`src/rtl/fifo_wr_arbiter.sv`:
```
// Round-robin N:1 FIFO write arbiter with a one-entry registered output stage; accepted beat shows on wren/wdata after 1 cycle.
// wfull holds the output register and withdraws req_ready; burst lock is compiled in with FIFO_WR_ARB_BURST_EN.
module fifo_wr_arbiter #(
  parameter int NUM_REQ   = 4,
  parameter int DATA_W    = 32,
  parameter int MAX_BURST = 8
) (
  input  logic                        wclk,
  input  logic                        wrst,
  input  logic [NUM_REQ-1:0]          req_valid,
  input  logic [NUM_REQ*DATA_W-1:0]   req_data,
  output logic [NUM_REQ-1:0]          req_ready,
  output logic                        wren,
  output logic [DATA_W-1:0]           wdata,
  input  logic                        wfull,
  output logic [$clog2(NUM_REQ)-1:0]  grant_id,
  output logic                        grant_valid,
  output logic [15:0]                 wr_count
);

  localparam int IDW = $clog2(NUM_REQ);

  if (NUM_REQ < 2 || NUM_REQ > 8 || MAX_BURST < 1 || MAX_BURST > 255) begin : g_bad_param
    $error("fifo_wr_arbiter: parameter out of range");
  end

  logic [IDW-1:0]    ptr;
  logic [IDW-1:0]    ptr_nxt;
  logic [IDW-1:0]    rr_id;
  logic              loadable;
  logic              accept;
  logic              commit;
  logic [DATA_W-1:0] sel_data;

  function automatic logic [IDW-1:0] inc_id(input logic [IDW-1:0] id);
    return (int'(id) == NUM_REQ - 1) ? '0 : id + 1'b1;
  endfunction

  // First requester at or after ptr, wrapping modulo NUM_REQ.
  always_comb begin
    int  idx;
    logic found;
    rr_id = ptr;
    found = 1'b0;
    idx   = 0;
    for (int k = 0; k < NUM_REQ; k++) begin
      idx = int'(ptr) + k;
      if (idx >= NUM_REQ) idx = idx - NUM_REQ;
      if (!found && req_valid[idx]) begin
        rr_id = IDW'(idx);
        found = 1'b1;
      end
    end
  end

`ifdef FIFO_WR_ARB_BURST_EN
  typedef enum logic {ARB, LOCK} state_t;

  state_t         state;
  state_t         state_nxt;
  logic [IDW-1:0] lock_id;
  logic [IDW-1:0] lock_id_nxt;
  logic [7:0]     beat_cnt;
  logic [7:0]     beat_cnt_nxt;

  always_ff @(posedge wclk) begin
    if (wrst) begin
      state    <= ARB;
      lock_id  <= '0;
      beat_cnt <= '0;
    end else begin
      state    <= state_nxt;
      lock_id  <= lock_id_nxt;
      beat_cnt <= beat_cnt_nxt;
    end
  end

  always_comb begin
    state_nxt    = state;
    lock_id_nxt  = lock_id;
    beat_cnt_nxt = beat_cnt;
    ptr_nxt      = ptr;
    case (state)
      ARB: begin
        if (accept) begin
          if (MAX_BURST == 1) begin
            ptr_nxt = inc_id(grant_id);
          end else begin
            state_nxt    = LOCK;
            lock_id_nxt  = grant_id;
            beat_cnt_nxt = 8'd1;
          end
        end
      end
      LOCK: begin
        if (!req_valid[lock_id]) begin
          state_nxt    = ARB;
          ptr_nxt      = inc_id(lock_id);
          beat_cnt_nxt = '0;
        end else if (accept) begin
          beat_cnt_nxt = beat_cnt + 8'd1;
          if (beat_cnt_nxt == 8'(MAX_BURST)) begin
            state_nxt    = ARB;
            ptr_nxt      = inc_id(lock_id);
            beat_cnt_nxt = '0;
          end
        end
      end
      default: state_nxt = ARB;
    endcase
  end

  always_comb begin
    grant_id    = (state == LOCK) ? lock_id : rr_id;
    grant_valid = !wrst && ((|req_valid) || (state == LOCK));
  end
`else
  always_comb begin
    ptr_nxt = accept ? inc_id(grant_id) : ptr;
  end

  always_comb begin
    grant_id    = rr_id;
    grant_valid = !wrst && (|req_valid);
  end
`endif

  assign loadable = !wren || !wfull;
  assign commit   = wren && !wfull;

  always_comb begin
    req_ready = '0;
    if (grant_valid && loadable && req_valid[grant_id]) req_ready[grant_id] = 1'b1;
  end

  assign accept = |req_ready;

  always_comb begin
    sel_data = '0;
    for (int i = 0; i < NUM_REQ; i++) begin
      if (grant_id == IDW'(i)) sel_data = req_data[i*DATA_W +: DATA_W];
    end
  end

  // A held beat is dropped on reset; it never reaches the FIFO.
  always_ff @(posedge wclk) begin
    if (wrst) begin
      ptr      <= '0;
      wren     <= 1'b0;
      wdata    <= '0;
      wr_count <= '0;
    end else begin
      ptr <= ptr_nxt;
      if (accept) begin
        wren  <= 1'b1;
        wdata <= sel_data;
      end else if (commit) begin
        wren <= 1'b0;
      end
      if (commit && wr_count != 16'hFFFF) wr_count <= wr_count + 16'd1;
    end
  end

endmodule

```
`config.mk`:
```
export PLATFORM = sky130hd
export DESIGN_NAME = fifo_wr_arbiter
export DESIGN_NICKNAME = d
export VERILOG_FILES = /design/src/rtl/fifo_wr_arbiter.sv
export SDC_FILE = /design/constraint.sdc
export NUM_CORES = 1
export LEC_CHECK = 0
export ABC_AREA = 1
export CORE_UTILIZATION = 43
export CTS_CLUSTER_SIZE = 30
export DETAILED_ROUTE_END_ITERATION = 10
export GPL_TIMING_DRIVEN = 0
export PLACE_DENSITY = 0.95
export SLEW_MARGIN = 10
export SYNTH_ARGS = -nofsm -noshare
export SYNTH_HDL_FRONTEND = slang
export SYNTH_SLANG_ARGS = --single-unit
```
`constraint.sdc`:
```
create_clock -name wclk -period 7.1 [get_ports wclk]
set_input_delay 1.42 -clock wclk [delete_from_list [all_inputs] [get_ports wclk]]
set_output_delay 1.42 -clock wclk [all_outputs]
set_load 0.005 [all_outputs]
```
==> After elaboration in Yosys (flattened, before gate mapping) <==
Index checks and enable logic that the tools add are counted.
{ "word_totals": {"ff_bits": 51, "output_inout_bits": 56, "word_cells": 83, "inputBits": 135} }
{ "classes": {"n_reduce_logical": 20, "n_eq_ne": 5, "n_addsub": 9, "n_mux": 35, "n_lt_le_gt_ge": 10} }
{ "ops": {"columns": ["operator", "count"], "rows": [
  ["$mux 32", 8],
  ["$lt 32x4->1 const B", 4],
  ["$add 16x1->16 const B", 1],
  ["$ne 16x16->1 const B", 1],
  ["$mux 1", 15],
  ["$sub 3x3->4 const B", 3],
  ["$bmux 1 s2", 5],
  ["$mux 2", 5],
  ["$ge 3x3->1 const B", 3],
  ["$logic_and 1x1->1", 9],
  ["$reduce_or 4->1", 2],
  ["$add 2x2->3 const B", 2],
  ["$logic_not 1->1", 6],
  ["$eq 2x1->1 const B", 2],
  ["$eq 2x2->1 const B", 2],
  ["$mux 4", 1],
  ["$sub 2x3->4 const B", 1],
  ["$add 2x1->3 const B", 1],
  ["$ge 2x3->1 const B", 1],
  ["$lt 2x3->1 const B", 1],
  ["$add 2x1->2 const B", 1],
  ["$demux 1 s2", 1],
  ["$ge 2x1->1 const B", 1],
  ["$logic_not 2->1", 1],
  ["other kinds (2)", 2]
]} }

==> Longest topological paths before layout <==
Gate-level depths: netlist (run 1).
{ "depth": {"depth_word": 22, "depth_mapped": 22} }

==> Worst setup path before layout (run 1) <==
No wires, ideal clock.
{ "synth_path": {"path_kind": "input -> output", "start": "input req_valid[3]", "end": "output req_ready[3]", "arrival_ns": 3.030, "cell_stages": 12, "path_slack_ns": 2.650, "cell_sequence": "nand2_1 -> nand3_1 -> nand2_1 -> nand3_1 -> nand3_1 -> nand2_1 -> a21oi_1 -> ha_1 -> buf_2 -> clkbuf_1 -> inv_1 -> nor2_1"} }
{ "synth_between": {"elab_chain_len": 18, "word_cells_on_any_way": 37} }
{ "synth_rtl": {"columns": ["element", "line_no", "rtl"], "rows": [
  ["start, declared", "10", "input logic [NUM_REQ-1:0] req_valid,"],
  ["$bmux 1 s2", "49", "if (!found && req_valid[idx]) begin"],
  ["$mux 1 (implied by the code) (2 in series)", "49", null],
  ["$mux 1", "49", null],
  ["$logic_not 1->1", "49", null],
  ["$logic_and 1x1->1", "49", null],
  ["$mux 1", "49", null],
  ["$logic_not 1->1", "49", null],
  ["$logic_and 1x1->1", "49", null],
  ["[2 not listed]", null, null],
  ["$logic_and 1x1->1", "49", null],
  ["$mux 2 *", "49", null],
  ["net grant_id[1]", "16", "output logic [$clog2(NUM_REQ)-1:0] grant_id,"],
  ["$lt 2x3->1 (implied by the code) / $ge 2x1->1 (equally long branches)", "133", "if (grant_valid && loadable && req_valid[grant_id]) req_ready[grant_id] = 1'b1;"],
  ["$logic_and 1x1->1 (implied by the code)", "133", null],
  ["$mux 1 (implied by the code)", "133", null],
  ["$demux 1 s2", "133", null],
  ["$mux 4 *", "133", null],
  ["end, declared", "12", "output logic [NUM_REQ-1:0] req_ready,"]
]} }
Mark *: on every way through the listed nets, which the timed path passes. The rest lies on a longest branch. The select of a mux whose other input is x is not followed.

==> Worst setup path in the final report (run 1) <==
{ "layout_path": {"start": "input req_valid[1]", "end": "output req_ready[3]"} }
{ "layout_between": {"elab_chain_len": 18, "word_cells_on_any_way": 37} }
{ "layout_rtl": {"columns": ["element", "line_no"], "rows": [
  ["$bmux 1 s2", "49"],
  ["$mux 1 (implied by the code) (2 in series)", "49"],
  ["$mux 1", "49"],
  ["$logic_not 1->1", "49"],
  ["$logic_and 1x1->1", "49"],
  ["$mux 1", "49"],
  ["$logic_not 1->1", "49"],
  ["$logic_and 1x1->1", "49"],
  ["$mux 1", "49"],
  ["$logic_not 1->1", "49"],
  ["$logic_and 1x1->1", "49"],
  ["$mux 2", "49"],
  ["$lt 2x3->1 (implied by the code) / $ge 2x1->1 (equally long branches)", "133"],
  ["$logic_and 1x1->1 (implied by the code)", "133"],
  ["$mux 1 (implied by the code)", "133"],
  ["$demux 1 s2", "133"],
  ["$mux 4 *", "133"]
]} }
Every way passes the cells marked *; elsewhere a longest branch is shown, timed or not. The select of a mux whose other input is x is not followed.

==> results of run 1 <==
-- critical path: stages --
cell	delay, ps
clkdlybuf4s50_1	520
nand2_1	110
nand3_1	100
nand2_1	110
nand3_1	140
nand2_1	80
nand2_1	60
nand2_1	60
a21oi_1	320
ha_1	280
buf_2	220
clkbuf_1	330
inv_1	80
nor2_1	110
clkdlybuf4s50_1	500
-- state kept, by name, indices dropped and copies added (netlist names) --
name and cells:
ptr 2, wdata 32, wren 1, wr_count 16
-- worst min-delay path by stage --
| stage | to | slack [ps] | from |
|---|---|---|---|
| after detailed placement | wdata[11] | 500 | wdata[11] |
| after floorplan | wr_count[11] | 480 | wr_count[11] |
| after global placement | wdata[22] | 490 | wdata[22] |
| final | wdata[11] | 520 | wdata[11] |
| after CTS | wdata[11] | 520 | wdata[11] |
| after global routing | wdata[23] | 560 | wdata[23] |
-- logic make-up after synthesis --
family | synth area share [%]
and+or+nand+nor | 36.3
adders and majority gates | 1.77
buffers and inverters | 7.92
DFF | 28.9
xor gates and xnor gates | 2.72
AOI/OAI and AO/OA | 22.4
-- report_power, final --
part           switching, uW  internal, uW
combinational            998           662
clock                   94.5           103
sequential              39.6           361
total                   1130          1130
-- layer usage --
| metal | share of wire (%) | vias up | routed length, um | GRT usage, % |
|---|---|---|---|---|
| met4 | 4.0 | 0 | 499 | 13.2 |
| met1 | 39 | 2160 | 4900 | 32.7 |
| met3 | 5.2 | 42 | 644 | 4.35 |
| li1 | - | 2327 | - | - |
| met2 | 52 | 214 | 6420 | 51.4 |
| met5 | 0 | - | 0 | 0 |
-- metrics by stage --
step / cells / worst slack [ps] / total power [uW]
floorplan: 601 / 2650 / 1490
global placement: 893 / 1420 / 1980
detailed placement: 893 / 1350 / 2030
CTS: 900 / 1250 / 2240
global route: 900 / 941 / 2490
finish: 900 / 1220 / 2260
-- area by class of cell --
type,instances,area (um^2)
Timing Repair Buffer,190,1900
Buffer,36,175
Sequential cell,51,1020
Fill cell,634,2170
Tap cell,102,128
Inverter,28,105
Multi-Input combinational cell,486,2240
Clock inverter,2,37.5
Clock buffer,5,68.8
-- layout by cell type, fill, tap and decap left out, types with 11 or more instances in the layout --
| master | synthesis | routed |
|---|---|---|
| o21ai_0 | 72 | 72 |
| buf_2 | 11 | 11 |
| nand3_1 | 15 | 15 |
| dfxtp_1 | 51 | 51 |
| o21ai_1 | 28 | 28 |
| inv_1 | 23 | 23 |
| nand2_1 | 202 | 202 |
| clkbuf_1 | 18 | 18 |
| a21oi_1 | 38 | 38 |
| clkdlybuf4s50_1 | 0 | 190 |
| nor2_1 | 89 | 89 |
-- cell usage after synthesis, drive strengths merged --
library cell    n  area (um^2)
nand2         205          782
clkbuf         18         67.6
o2111ai         2         17.5
a21oi          47          269
nor2           91          352
o21ai         100          500
dfxtp          51         1020
ha              5         62.6
xnor2           4         35.0
buf            18          108
nand4           2         12.5
inv            28          105
nor3            4         36.3
xor2            7         61.3
a31oi           1         6.26
nand3          17         95.1
nor3b           1         7.51
==> impl_metrics.py, run 1 <==
metrics = {
    "worst_setup_path": {
        "worst_ep_required_time_ps": 5680,
        "crit_arrival_ps": 4460,
        "reg2reg_from": "ptr[1]",
        "crit_path_start": "req_valid[1]",
        "ff2ff_setup_slack_ps": 4090,
        "reg2regPathDepth": 18,
        "worst_setup_path_end_kind": "output pin",
        "worst-path-max-fanout": 10,
        "crit_path_start_kind": "input port",
        "r2r-end": "wdata[29]",
        "worstSetupEndpoint": "req_ready[3]",
        "path_class": "in -> out",
    },
    "power_and_ir_drop": {
        "p_leak_uw": 0.00233,
        "irDropWorstVdd_uv": 294,
        "powerDensity_mw_per_mm2": 398,
    },
    "layout": {
        "final_util_pct": 72.3,
        "nets": 938,
        "diodes": 0,
        "drive_gt1_share_pct": 5.76,
        "design_area_mm2": 0.00567,
        "area_growth_syn_to_layout_pct": 60.4,
    },
    "clock_network": {
        "cts.sinks": 51,
        "clkTransAtPathRegs_ps": 100,
        "clockBufferDepth": 2,
        "clk-insertion-delay-late_ps": 310,
        "cts_max_level": 2,
        "cts_tree": "built",
        "cts_buffers": 5,
        "postCtsSetupRepairBufs": 0,
        "cts_hold_buf": 0,
        "ctsRootBufferMaster": "clkbuf_8",
        "cts_resized": 0,
    },
    "synth": {
        "seq_area_frac_synth_pct": 28.9,
        "yosysWarnings": 0,
        "netlist_instances": 601,
        "synth_nets": 741,
        "yosys_register_bits": 51,
        "ys_types": 30,
        "synth.cell_area_mm2": 0.00354,
        "avgSynthCellArea_um2": 5.89,
    },
    "run": {
        "cap_violations": 0,
    },
    "die": {
        "start_util_pct": 45.1,
        "rows": 32,
        "core_mm2": 0.00785,
        "dieHeight_um": 92.7,
        "ios": 191,
        "die-area_mm2": 0.00860,
        "dieWidth_um": 92.7,
    },
    "worst_hold_path": {
        "hold_class": "reg -> reg",
        "hold_depth": 2,
    },
    "placed_design": {
        "portBuffers": 190,
        "hpwl_um": 10100,
        "place.gp.congestion": 1.06,
        "place_area_mm2": 0.00557,
    },
    "global_routing": {
        "grt_use_total_pct": 28.4,
        "grt_max_degree": 16,
        "grt_pass1_vias": 4341,
        "grt_pass1_wl_um": 19700,
        "antenna_found_initial": 0,
        "overflow": 0,
    },
    "route": {
        "wire_per_inst_um": 13.8,
        "dr.pass1.iters": 5,
        "drcViolationCount": 0,
        "drtIter0Drc": 261,
        "ant_nets": 0,
        "wirelength_um": 12500,
        "routed-via-count": 4743,
        "routed_via_density": 5.27,
    },
    "timing": {
        "finalSetupViolCount": 0,
        "setup_tns_ps": 0,
        "finClkSkew_ps": 9.04,
        "max_freq_ghz": 0.170,
        "post-route-period-util_pct": 82.8,
        "rsz0062_at_grt": "no",
        "slew_viol_final": 0,
        "holdWs_ps": 521,
        "max-slew-margin-rel_pct": 55.7,
        "worst_pin_slew_ps": 664,
        "final_hold_viol_count": 0,
        "period_minus_slack_ps": 5880,
    },
    "status": {
        "outcome": "complete, no violations",
    },
}
No activity file was read; power rests on OpenSTA's default activity.
==> run 2: changes to the inputs <==
- CORE_UTILIZATION: 43 -> 40
- PLACE_DENSITY: 0.95 -> 0.93
- clock period: 7.1 -> 5.8 ns (I/O delays scaled with it)
==> impl_metrics.py, run 2 (synthesized netlist as in run 1, its figures left out) <==
metrics = {
    "status": {
        "outcome": "complete, no violations",
    },
    "die": {
        "core_mm2": 0.00838,
        "ios": 191,
        "dieWidth_um": 96.1,
        "rows": 33,
        "dieHeight_um": 96.1,
        "die-area_mm2": 0.00923,
        "start_util_pct": 42.2,
    },
    "placed_design": {
        "hpwl_um": 10200,
        "place_area_mm2": 0.00557,
        "portBuffers": 190,
        "post-place-cells": 896,
        "place.gp.congestion": 0.933,
    },
    "worst_setup_path": {
        "cpMostUsedCell": "nand2_1",
        "cp_slowest_cell": "clkdlybuf4s50_1",
        "worst_ep_required_time_ps": 4640,
        "cp_cell_sequence": "clkdlybuf4s50_1 -> nand2_1 -> nand3_1 -> nand2_1 -> nand3_1 -> nand2_1 -> nand2_1 -> nand2_1 -> a21oi_1 -> ha_1 -> buf_2 -> clkbuf_1 -> inv_1 -> nor2_1 -> clkdlybuf4s50_1",
        "cpLargestDelayFamily": "buffers and inverters",
        "crit_arrival_ps": 4240,
        "slowest_delay_ps": 530,
        "path_class": "in -> out",
        "worst_setup_path_end_kind": "output pin",
        "ff2ff_setup_slack_ps": 2800,
        "worst-path-max-fanout": 10,
        "crit_buf_inv": 5,
        "crit_path_start_kind": "input port",
    },
    "route": {
        "routed-via-count": 4729,
        "wire_per_inst_um": 14.1,
        "dr.pass1.iters": 5,
        "ant_nets": 0,
        "drtIter0Drc": 176,
        "wirelength_um": 12700,
        "routed_via_density": 5.23,
        "drcViolationCount": 0,
    },
    "worst_hold_path": {
        "hold_class": "reg -> reg",
    },
    "layout": {
        "reg_top3": "wdata x32, wr_count x16, ptr x2",
        "drive_gt1_share_pct": 5.88,
        "regMostFlops": "wdata",
        "fin_cells": 904,
        "nets": 938,
        "final_util_pct": 67.9,
        "area_growth_syn_to_layout_pct": 60.9,
        "fill_cells": 704,
        "layout_common_cells": "202 x nand2_1, 190 x clkdlybuf4s50_1, 89 x nor2_1, 72 x o21ai_0, 51 x dfxtp_1",
        "design_area_mm2": 0.00569,
        "diodes": 0,
        "layout_commonest_cell": "nand2_1",
        "largest_register_ffs": 32,
    },
    "clock_network": {
        "clk-insertion-delay-late_ps": 310,
        "cts_buffers": 5,
        "ctsRootBufferMaster": "clkbuf_8",
        "cts_resized": 0,
        "clkTransAtPathRegs_ps": 100,
        "cts_hold_buf": 0,
        "postCtsSetupRepairBufs": 0,
        "cts_max_level": 2,
        "cts.sinks": 51,
        "clockBufferDepth": 2,
        "cts_tree": "built",
    },
    "timing": {
        "finalSetupViolCount": 0,
        "final_hold_viol_count": 0,
        "post-route-period-util_pct": 93.0,
        "finClkSkew_ps": 15.5,
        "rsz0062_at_grt": "no",
        "period_minus_slack_ps": 5400,
        "setup_tns_ps": 0,
        "slew_viol_final": 0,
        "max-slew-margin-rel_pct": 52.8,
        "max_freq_ghz": 0.185,
        "worst_pin_slew_ps": 708,
    },
    "global_routing": {
        "grt_pass1_vias": 4418,
        "grt_max_degree": 17,
        "grt_pass1_wl_um": 19700,
        "grt_use_total_pct": 27.1,
        "antenna_found_initial": 0,
        "overflow": 0,
    },
    "power_and_ir_drop": {
        "total_power_uw": 2790,
        "p_leak_uw": 0.00235,
        "powerDensity_mw_per_mm2": 489,
        "irDropWorstVdd_uv": 341,
    },
    "run": {
        "cap_violations": 0,
    },
}
run 2: changes by cell type in the layout (fill, tap and decap cells not counted):
cell        previous run  this run
clkbuf_8               5         6
clkinvlp_4             1         0
inv_6                  0         1
run 2: layer usage:
metal | GRT usage [%] | part of all wire [%] | up-vias
met3 | 4.27 | 6.1 | 45
met5 | 0 | 0 | -
li1 | - | - | 2332
met4 | 14.1 | 4.9 | 0
met1 | 30.6 | 39 | 2135
met2 | 48.7 | 50 | 217
run 2: worst reg2reg max path, cell delays in order, from the launching register on:
cell	delay, ps
dfxtp_1	320
buf_2	190
inv_2	90
nand2_1	60
nand2_1	120
nand2_1	90
nand2_1	90
nand2_1	100
inv_1	40
nand2_1	100
nor2_1	70
a21oi_1	260
ha_1	200
buf_2	200
o2111ai_1	200
nand2_2	190
clkbuf_1	340
o21ai_0	150
nor2_1	120
run 2: area by class of cell:
cell class | count | area [um^2] | area share, %
multi-input cells | 486 | 2240 | 39.3
repair buffers | 190 | 1900 | 33.4
flip-flops and latches | 51 | 1020 | 17.9
plain buffers | 36 | 175 | 3.08
well taps | 105 | 131 | 2.31
inverters | 28 | 105 | 1.85
clock buffers | 6 | 82.6 | 1.45
clock inverters | 2 | 38.8 | 0.681
run 2: worst paths after layout:
kind	cells after the start	startpoint	end
worst max register to register	18	ptr[1]	wdata[19]
worst max-delay path	15	req_valid[2]	req_ready[3]
worst min register to register	2	wdata[15]	wdata[15]
worst min-delay path	2	wdata[15]	wdata[15]
run 2: where the power goes:
part	total (uW)	switching [uW]	internal, uW	leakage (uW)
clock	266	123	142	0.0000618
combinational	2030	1220	810	0.00187
sequential	490	48.3	441	0.000419
run 2: per-stage QoR:
step / hold slack [ps] / worst slack (ps)
final: 522 / 405
after detailed placement: 496 / 487
after global placement: 496 / 641
after CTS: 523 / 492
after global routing: 537 / 173
after floorplan: 479 / 1870
